<file path="src/rtl/he_hssi_kpi_seq.sv">
// he_hssi_kpi_seq: hardware sequencer for the HE-HSSI KPI traffic test.
// As CSR master it programs the traffic generator and starts the transfer.
// It then polls the traffic monitor until every packet is accounted for,
// reads the start/end timestamps, and reports pass/fail, counts and latency.
// Ports:
//   clk, rst                      clock, asynchronous active-high reset
//   start, cfg_pkt_len/pattern/num_pkt   run request and per-run configuration
//   csr_req/wr/addr/wdata         CSR request to the HE-HSSI slave (held until ack)
//   csr_ack, csr_rdata            CSR completion and read data
//   busy, done, pass              run status (done is a one-cycle pulse)
//   cfg_err, timeout_err          run rejected (num_pkt==0) / run aborted (timeout)
//   good_cnt, bad_cnt, latency    last monitor counts and end-start timestamp delta
module he_hssi_kpi_seq #(
  parameter logic [31:0] BASE_ADDR   = 32'h0018_0000,
  parameter int unsigned POLL_GAP    = 64,
  parameter int unsigned TIMEOUT_CYC = 1000000
) (
  input  logic        clk,
  input  logic        rst,
  input  logic        start,
  input  logic [15:0] cfg_pkt_len,
  input  logic [31:0] cfg_pattern,
  input  logic [31:0] cfg_num_pkt,
  output logic        csr_req,
  output logic        csr_wr,
  output logic [31:0] csr_addr,
  output logic [31:0] csr_wdata,
  input  logic        csr_ack,
  input  logic [31:0] csr_rdata,
  output logic        busy,
  output logic        done,
  output logic        pass,
  output logic        cfg_err,
  output logic        timeout_err,
  output logic [31:0] good_cnt,
  output logic [31:0] bad_cnt,
  output logic [31:0] latency
);

  localparam int unsigned DATA_W = 32;
  localparam int unsigned LEN_W  = 16;

  localparam logic [DATA_W-1:0] OFF_TG_PKT_LEN      = 32'h0000_E034;
  localparam logic [DATA_W-1:0] OFF_TG_DATA_PATTERN = 32'h0000_E008;
  localparam logic [DATA_W-1:0] OFF_TG_NUM_PKT      = 32'h0000_E000;
  localparam logic [DATA_W-1:0] OFF_TG_START_XFR    = 32'h0000_E00C;
  localparam logic [DATA_W-1:0] OFF_TM_PKT_GOOD     = 32'h0000_E404;
  localparam logic [DATA_W-1:0] OFF_TM_PKT_BAD      = 32'h0000_E408;
  localparam logic [DATA_W-1:0] OFF_TM_START_TS     = 32'h0000_E42C;
  localparam logic [DATA_W-1:0] OFF_TM_END_TS       = 32'h0000_E430;

  typedef enum logic [3:0] {
    S_IDLE, S_WR_LEN, S_WR_PAT, S_WR_NUM, S_WR_START, S_RD_GOOD, S_RD_BAD,
    S_CHECK, S_GAP, S_RD_TS0, S_RD_TS1, S_FIN
  } state_t;

  state_t              state, state_d;
  logic [LEN_W-1:0]    len_q, len_d;
  logic [DATA_W-1:0]   pat_q, pat_d, num_q, num_d, ts0_q, ts0_d;
  logic [DATA_W-1:0]   tcnt, tcnt_d, gap_cnt, gap_d;
  logic                csr_req_d, csr_wr_d, busy_d, done_d, pass_d, cfg_err_d, timeout_err_d;
  logic [DATA_W-1:0]   csr_addr_d, csr_wdata_d, good_d, bad_d, latency_d;
  logic                op_wr;
  logic [DATA_W-1:0]   op_off, op_wdata;
  state_t              op_next;
  logic [DATA_W:0]     sum;

  // Next-state and next-output logic
  always_comb begin
    state_d       = state;
    len_d         = len_q;
    pat_d         = pat_q;
    num_d         = num_q;
    ts0_d         = ts0_q;
    tcnt_d        = tcnt;
    gap_d         = gap_cnt;
    csr_req_d     = csr_req;
    csr_wr_d      = csr_wr;
    csr_addr_d    = csr_addr;
    csr_wdata_d   = csr_wdata;
    busy_d        = busy;
    done_d        = 1'b0;
    pass_d        = pass;
    cfg_err_d     = cfg_err;
    timeout_err_d = timeout_err;
    good_d        = good_cnt;
    bad_d         = bad_cnt;
    latency_d     = latency;
    op_wr         = 1'b0;
    op_off        = '0;
    op_wdata      = '0;
    op_next       = S_IDLE;
    sum           = {1'b0, good_cnt} + {1'b0, bad_cnt};

    // CSR operation performed by each bus state and where it goes on ack
    case (state)
      S_WR_LEN:   begin op_wr = 1'b1; op_off = OFF_TG_PKT_LEN;      op_wdata = DATA_W'(len_q); op_next = S_WR_PAT;   end
      S_WR_PAT:   begin op_wr = 1'b1; op_off = OFF_TG_DATA_PATTERN; op_wdata = pat_q;         op_next = S_WR_NUM;   end
      S_WR_NUM:   begin op_wr = 1'b1; op_off = OFF_TG_NUM_PKT;      op_wdata = num_q;         op_next = S_WR_START; end
      S_WR_START: begin op_wr = 1'b1; op_off = OFF_TG_START_XFR;    op_wdata = 32'd1;         op_next = S_RD_GOOD;  end
      S_RD_GOOD:  begin op_off = OFF_TM_PKT_GOOD; op_next = S_RD_BAD; end
      S_RD_BAD:   begin op_off = OFF_TM_PKT_BAD;  op_next = S_CHECK;  end
      S_RD_TS0:   begin op_off = OFF_TM_START_TS; op_next = S_RD_TS1; end
      S_RD_TS1:   begin op_off = OFF_TM_END_TS;   op_next = S_FIN;    end
      default:    ;
    endcase

    case (state)
      S_IDLE: begin
        // A start coinciding with the done pulse is dropped
        if (start && !done) begin
          if (cfg_num_pkt == '0) begin
            done_d        = 1'b1;
            cfg_err_d     = 1'b1;
            pass_d        = 1'b0;
            timeout_err_d = 1'b0;
          end else begin
            busy_d        = 1'b1;
            pass_d        = 1'b0;
            cfg_err_d     = 1'b0;
            timeout_err_d = 1'b0;
            good_d        = '0;
            bad_d         = '0;
            latency_d     = '0;
            len_d         = cfg_pkt_len;
            pat_d         = cfg_pattern;
            num_d         = cfg_num_pkt;
            tcnt_d        = '0;
            state_d       = S_WR_LEN;
          end
        end
      end
      S_CHECK: begin
        if (sum >= {1'b0, num_q}) begin
          state_d = S_RD_TS0;
        end else begin
          gap_d   = '0;
          state_d = S_GAP;
        end
      end
      S_GAP: begin
        if (gap_cnt == DATA_W'(POLL_GAP - 1)) state_d = S_RD_GOOD;
        else gap_d = gap_cnt + 32'd1;
      end
      S_FIN: begin
        pass_d  = (bad_cnt == '0) && (good_cnt == num_q);
        done_d  = 1'b1;
        busy_d  = 1'b0;
        state_d = S_IDLE;
      end
      default: begin
        // Bus states: raise the request one cycle after entry, hold until ack
        if (!csr_req) begin
          csr_req_d   = 1'b1;
          csr_wr_d    = op_wr;
          csr_addr_d  = BASE_ADDR + op_off;
          csr_wdata_d = op_wdata;
        end else if (csr_ack) begin
          csr_req_d = 1'b0;
          state_d   = op_next;
          case (state)
            S_RD_GOOD: good_d    = csr_rdata;
            S_RD_BAD:  bad_d     = csr_rdata;
            S_RD_TS0:  ts0_d     = csr_rdata;
            S_RD_TS1:  latency_d = csr_rdata - ts0_q;
            default:   ;
          endcase
        end
      end
    endcase

    // Run watchdog: overrides everything, including an ack in the same cycle
    if (busy) begin
      tcnt_d = tcnt + 32'd1;
      if (tcnt + 32'd1 == DATA_W'(TIMEOUT_CYC)) begin
        state_d       = S_IDLE;
        csr_req_d     = 1'b0;
        timeout_err_d = 1'b1;
        pass_d        = 1'b0;
        done_d        = 1'b1;
        busy_d        = 1'b0;
        good_d        = good_cnt;
        bad_d         = bad_cnt;
        latency_d     = latency;
        ts0_d         = ts0_q;
      end
    end
  end

  // State and output registers
  always_ff @(posedge clk or posedge rst) begin
    if (rst) begin
      state       <= S_IDLE;
      len_q       <= '0;
      pat_q       <= '0;
      num_q       <= '0;
      ts0_q       <= '0;
      tcnt        <= '0;
      gap_cnt     <= '0;
      csr_req     <= 1'b0;
      csr_wr      <= 1'b0;
      csr_addr    <= '0;
      csr_wdata   <= '0;
      busy        <= 1'b0;
      done        <= 1'b0;
      pass        <= 1'b0;
      cfg_err     <= 1'b0;
      timeout_err <= 1'b0;
      good_cnt    <= '0;
      bad_cnt     <= '0;
      latency     <= '0;
    end else begin
      state       <= state_d;
      len_q       <= len_d;
      pat_q       <= pat_d;
      num_q       <= num_d;
      ts0_q       <= ts0_d;
      tcnt        <= tcnt_d;
      gap_cnt     <= gap_d;
      csr_req     <= csr_req_d;
      csr_wr      <= csr_wr_d;
      csr_addr    <= csr_addr_d;
      csr_wdata   <= csr_wdata_d;
      busy        <= busy_d;
      done        <= done_d;
      pass        <= pass_d;
      cfg_err     <= cfg_err_d;
      timeout_err <= timeout_err_d;
      good_cnt    <= good_d;
      bad_cnt     <= bad_d;
      latency     <= latency_d;
    end
  end

endmodule
</file>
<file path="config.mk">
export PLATFORM = sky130hd
export DESIGN_NAME = he_hssi_kpi_seq
export DESIGN_NICKNAME = d
export VERILOG_FILES = /design/src/rtl/he_hssi_kpi_seq.sv
export SDC_FILE = /design/constraint.sdc
export NUM_CORES = 1
export LEC_CHECK = 0
export BUFFER_PORTS_ARGS = -buffer_cell sky130_fd_sc_hd__buf_2
export CAP_MARGIN = 20
export CORE_MARGIN = 1
export CORE_UTILIZATION = 55
export CTS_CLUSTER_SIZE = 25
export DETAILED_ROUTE_END_ITERATION = 6
export PLACE_DENSITY = 0.77
export SETUP_SLACK_MARGIN = 0.15
export SYNTH_ARGS = -nofsm -noshare
export SYNTH_HDL_FRONTEND = slang
export SYNTH_SLANG_ARGS = --single-unit
</file>
<file path="constraint.sdc">
create_clock -name clk -period 12.7 [get_ports clk]
set_input_delay 0.635 -clock clk [delete_from_list [all_inputs] [get_ports clk]]
set_output_delay 0.635 -clock clk [all_outputs]
set_load 0.03 [all_outputs]
</file>
==> summary.md <==
| Metric | Value |
|---|---|
| YS warnings | `0` |
| PortBufs | `260` |
| Reg2reg setup slack | `6.56 ns` |
| Detail Placement HPWL | `40600 um` |
| Dpl cells | `2820` |
| Net Sw Power | `534 uW` |
| Clock Tree Buf Depth | `3` |
| First-iteration detailed-routing DRC count | `1330` |
| Rel. slew slack | `27.8%` |
| CP Launch Type | `register` |
| Slew Viols, Final | `0` |
| Antenna diodes | `0` |
| Cell depth of the worst min-delay path | `3` |
| RD Place Congestion | `0.974` |
| IO Pins | `283` |
| Area contributors post-synth | `dfrtp_1 43%, nand2_1 10%, o21ai_0 7.0%` |
| Resize count post-CTS | `0` |
| CTS clk-pin slew, worst paths | `0.06 ns` |
| Area Growth Syn to Fin | `14.2%` |
| WS Path Type | `reg -> reg` |
| DRT Wirelength | `55600 um` |
| Clock Skew | `0.0168 ns` |
| Hold buffers post-CTS | `0` |
| Reg2Reg Depth | `21` |
| Switching portion of total power | `23.4%` |
| Combinational share of power | `5.0%` |
| Root Buffer | `clkbuf_16` |
| DR vias/cell | `5.93` |
| Synth cell types | `74` |
| Leak | `10.7 nW` |
| Synth top area share | `42.6%` |
| CP dominant cell by count | `nand3_1` |
| Post-synth EDFFs | `0` |
| Sequential power share | `46.4%` |
| Initial antenna violation count | `0` |
| Remaining antenna violation count | `0` |
| Most area-hungry cell type in the Yosys netlist | `dfrtp_1` |
| Initial Util | `56.1%` |
| WHS Endpoint | `len_q[8]$_DFFE_PP0P_` |
| Sequential fraction of the synthesis area | `42.6%` |
| Worst path max stage delay | `0.93 ns` |
| Share of layout cells above drive strength 1 | `15.2%` |
| Clk pwr share | `48.6%` |
| Die Width | `187 um` |
| First-pass GRT wire length | `88400 um` |
| Avg Inst Size Synth | `8.57 um2` |
| Num CTS Buffers | `37` |
| Post-CTS setup buffers | `0` |
| Fin. Hold Viols | `0` |
| Maxcap violations | `0` |
| Drt drc | `6` |
| # H-tree levels | `2` |
| Clock sinks | `322` |
| Cell row count | `67` |
| Wire per inst | `19.3 um` |
| R2r startpoint | `good_cnt[0]$_DFFE_PP0P_` |
| Die area | `35100 um2` |
| Crit share post-route | `48.4%` |
| Crit path required time | `13.06 ns` |
| Cell Count, Final, Fillers Out | `2887` |
| Final setup viols | `0` |
| Crit-path slowest cell | `a2111oi_0` |
| R2R Path End | `gap_cnt[10]$_DFFE_PP0P_` |
| Largest net degree at the start of global routing | `127` |
| Fmax | `163 MHz` |
| Crit-path cells | `ha_1, inv_1, fa_1, nor2b_1, o2111ai_1, nand3_1, a311oi_1, o21ai_0, a211oi_1, nor2_1, xnor2_1, ha_1, a21o_1, a21o_1, a21oi_1, o22a_1, nand3_1, a2111oi_0, nand3_1, nor2_1, o21ai_0` |
| Hold_sp | `cfg_pkt_len[8]` |
| Hold crit path type | `in -> reg` |
| Worst-Skew Late Latency | `0.54 ns` |
| CP endpoint kind | `register` |
| Mapped Area | `18900 um2` |
| Core area | `33700 um2` |
| Power per standard cell area | `105 nW/um2` |
| Setup TNS | `0 ns` |
| Failing checks | `DRC` |
| All-Layer GR Usage | `31.5%` |
| VDD IR max | `0.102 mV` |
| Least-Margin Pin Slew | `1.08 ns` |
| Fillers | `2964` |
| Top_reg_cell synth | `dfrtp_1` |
| Die H | `187 um` |
| DR vias | `17110` |
| Nets@finish | `2627` |
| Syn Inst Count | `2208` |
| CTS tree | `yes` |
| Arr. time, crit path | `6.51 ns` |
| Status | `finished, violations left` |
| FFs w/ async S/R, synth | `100%` |
| RSZ-0062 raised after global routing | `no` |
| 1st-pass router iterations | `7` |
| Worst-path fanout max | `14` |
| Vias in the first global route | `16758` |
| GR Overflow Total | `0` |
| Internal power | `1.74 mW` |
| FF+latch count, synth | `322` |
| Final min period | `6.15 ns` |
cell usage in the layout (no fill, tap or decap), drive strengths merged, types with 22 or more instances in the layout:
cell    count
a21o       29
a21oi      83
buf       277
clkbuf     49
conb       22
dfrtp     322
ha         98
inv       113
nand2     508
nand3      44
nand4      43
nor2       80
nor3       28
nor4       35
o21ai     281
o22ai      23
xnor2      90
xor2       46
Yosys cell counts (all sizes together), types with 5 or more instances:
library cell,count
nor3b,5
nand4,43
nor3,28
a31oi,15
nor2b,11
a22oi,18
o21ai,281
and4,6
nor2,80
xnor2,90
nand2b,16
o21a,10
ha,98
a21oi,83
nor4,35
or4,6
nand2,508
nand3,44
a222oi,15
o211ai,9
o31ai,11
dfrtp,322
a211oi,14
and3,13
or2,6
buf,54
xor2,46
inv,111
mux2i,12
o21bai,8
o22ai,23
and2,9
clkbuf,80
a21o,29
or3,12
cell families (layout without fill, tap and decap cells):
kind of cell               Yosys count  count (layout)  share of synthesized area (%)
AOI/OAI and AO/OA                  559             559                           17.8
and+or+nand+nor                    829             829                           19.9
DFF                                322             322                           42.6
other                                1              22                         0.0198
adders and majority gates          100             100                           6.69
buffers and inverters              245             455                           5.87
muxes                               16              16                          0.873
xor gates and xnor gates           136             136                           6.30
metrics by stage:
step / worst slack (ns) / total power, mW / hold WS, ns / util [%] / cell area (um2)
after global placement: 6.85 / 1.19 / 0.456 / 60.4 / 20300
after CTS: 6.70 / 2.29 / 0.271 / 64.1 / 21600
after detailed placement: 6.72 / 1.19 / 0.462 / 60.4 / 20300
final: 6.56 / 2.28 / 0.289 / 64.1 / 21600
after global routing: 6.01 / 2.34 / 0.289 / 64.1 / 21600
after floorplan: 3.15 / 1.14 / 0.442 / - / 19000
final cells by class:
| type | count | area (um2) | share of cell area (%) |
|---|---|---|---|
| clock buffer | 49 | 1050 | 4.87 |
| clock inverter | 18 | 208 | 0.962 |
| inverter | 111 | 424 | 1.96 |
| multi-input combinational | 1662 | 9870 | 45.7 |
| sequential | 322 | 8060 | 37.3 |
| tap | 448 | 561 | 2.60 |
| timing repair buffer | 277 | 1430 | 6.62 |
per-layer routing:
metal  GRT usage (%)  vias to the layer above  routed length (um)
li1                -                     8055                   -
met1            40.1                     8286               22600
met2            52.6                      635               26900
met3            5.61                      134                3700
met4            13.5                        0                2350
met5               0                        -                   0
registers in the layout, summed over array words and instances (netlist names), 4 cells and up:
signal	count
bad_cnt	32
csr_addr	7
csr_wdata	32
gap_cnt	32
good_cnt	32
latency	32
len_q	16
num_q	32
pat_q	32
state	4
tcnt	32
ts0_q	32
worst max-delay path: cells and delay by family, from the launching register on:
| family | cells | cell delay [ns] |
|---|---|---|
| AO/OA/AOI/OAI | 10 | 3.15 |
| buffers and inverters | 1 | 0.07 |
| flip-flops | 1 | 0.42 |
| AND/OR/NAND/NOR | 6 | 1.42 |
| adder cells (fa/ha/maj) | 3 | 0.76 |
| XOR/XNOR | 1 | 0.14 |
power groups by stage:
stage	combinational, mW	sequential (mW)	clock [mW]
floorplan	0.0710	1.07	0
detailed placement	0.113	1.07	0
CTS	0.114	1.06	1.12
global route	0.127	1.06	1.16
global placement	0.112	1.07	0
finish	0.114	1.06	1.11
worst max path at each step:
| stage | from | end | slack (ns) |
|---|---|---|---|
| after floorplan | rst | bad_cnt[0]$_DFFE_PP0P_ | 3.15 |
| after global placement | good_cnt[0]$_DFFE_PP0P_ | gap_cnt[6]$_DFFE_PP0P_ | 6.85 |
| after detailed placement | good_cnt[0]$_DFFE_PP0P_ | gap_cnt[26]$_DFFE_PP0P_ | 6.72 |
| after CTS | good_cnt[0]$_DFFE_PP0P_ | gap_cnt[26]$_DFFE_PP0P_ | 6.70 |
| after global routing | good_cnt[1]$_DFFE_PP0P_ | gap_cnt[10]$_DFFE_PP0P_ | 6.01 |
| final | good_cnt[0]$_DFFE_PP0P_ | gap_cnt[10]$_DFFE_PP0P_ | 6.56 |
Power figures use the tool's default switching activity.
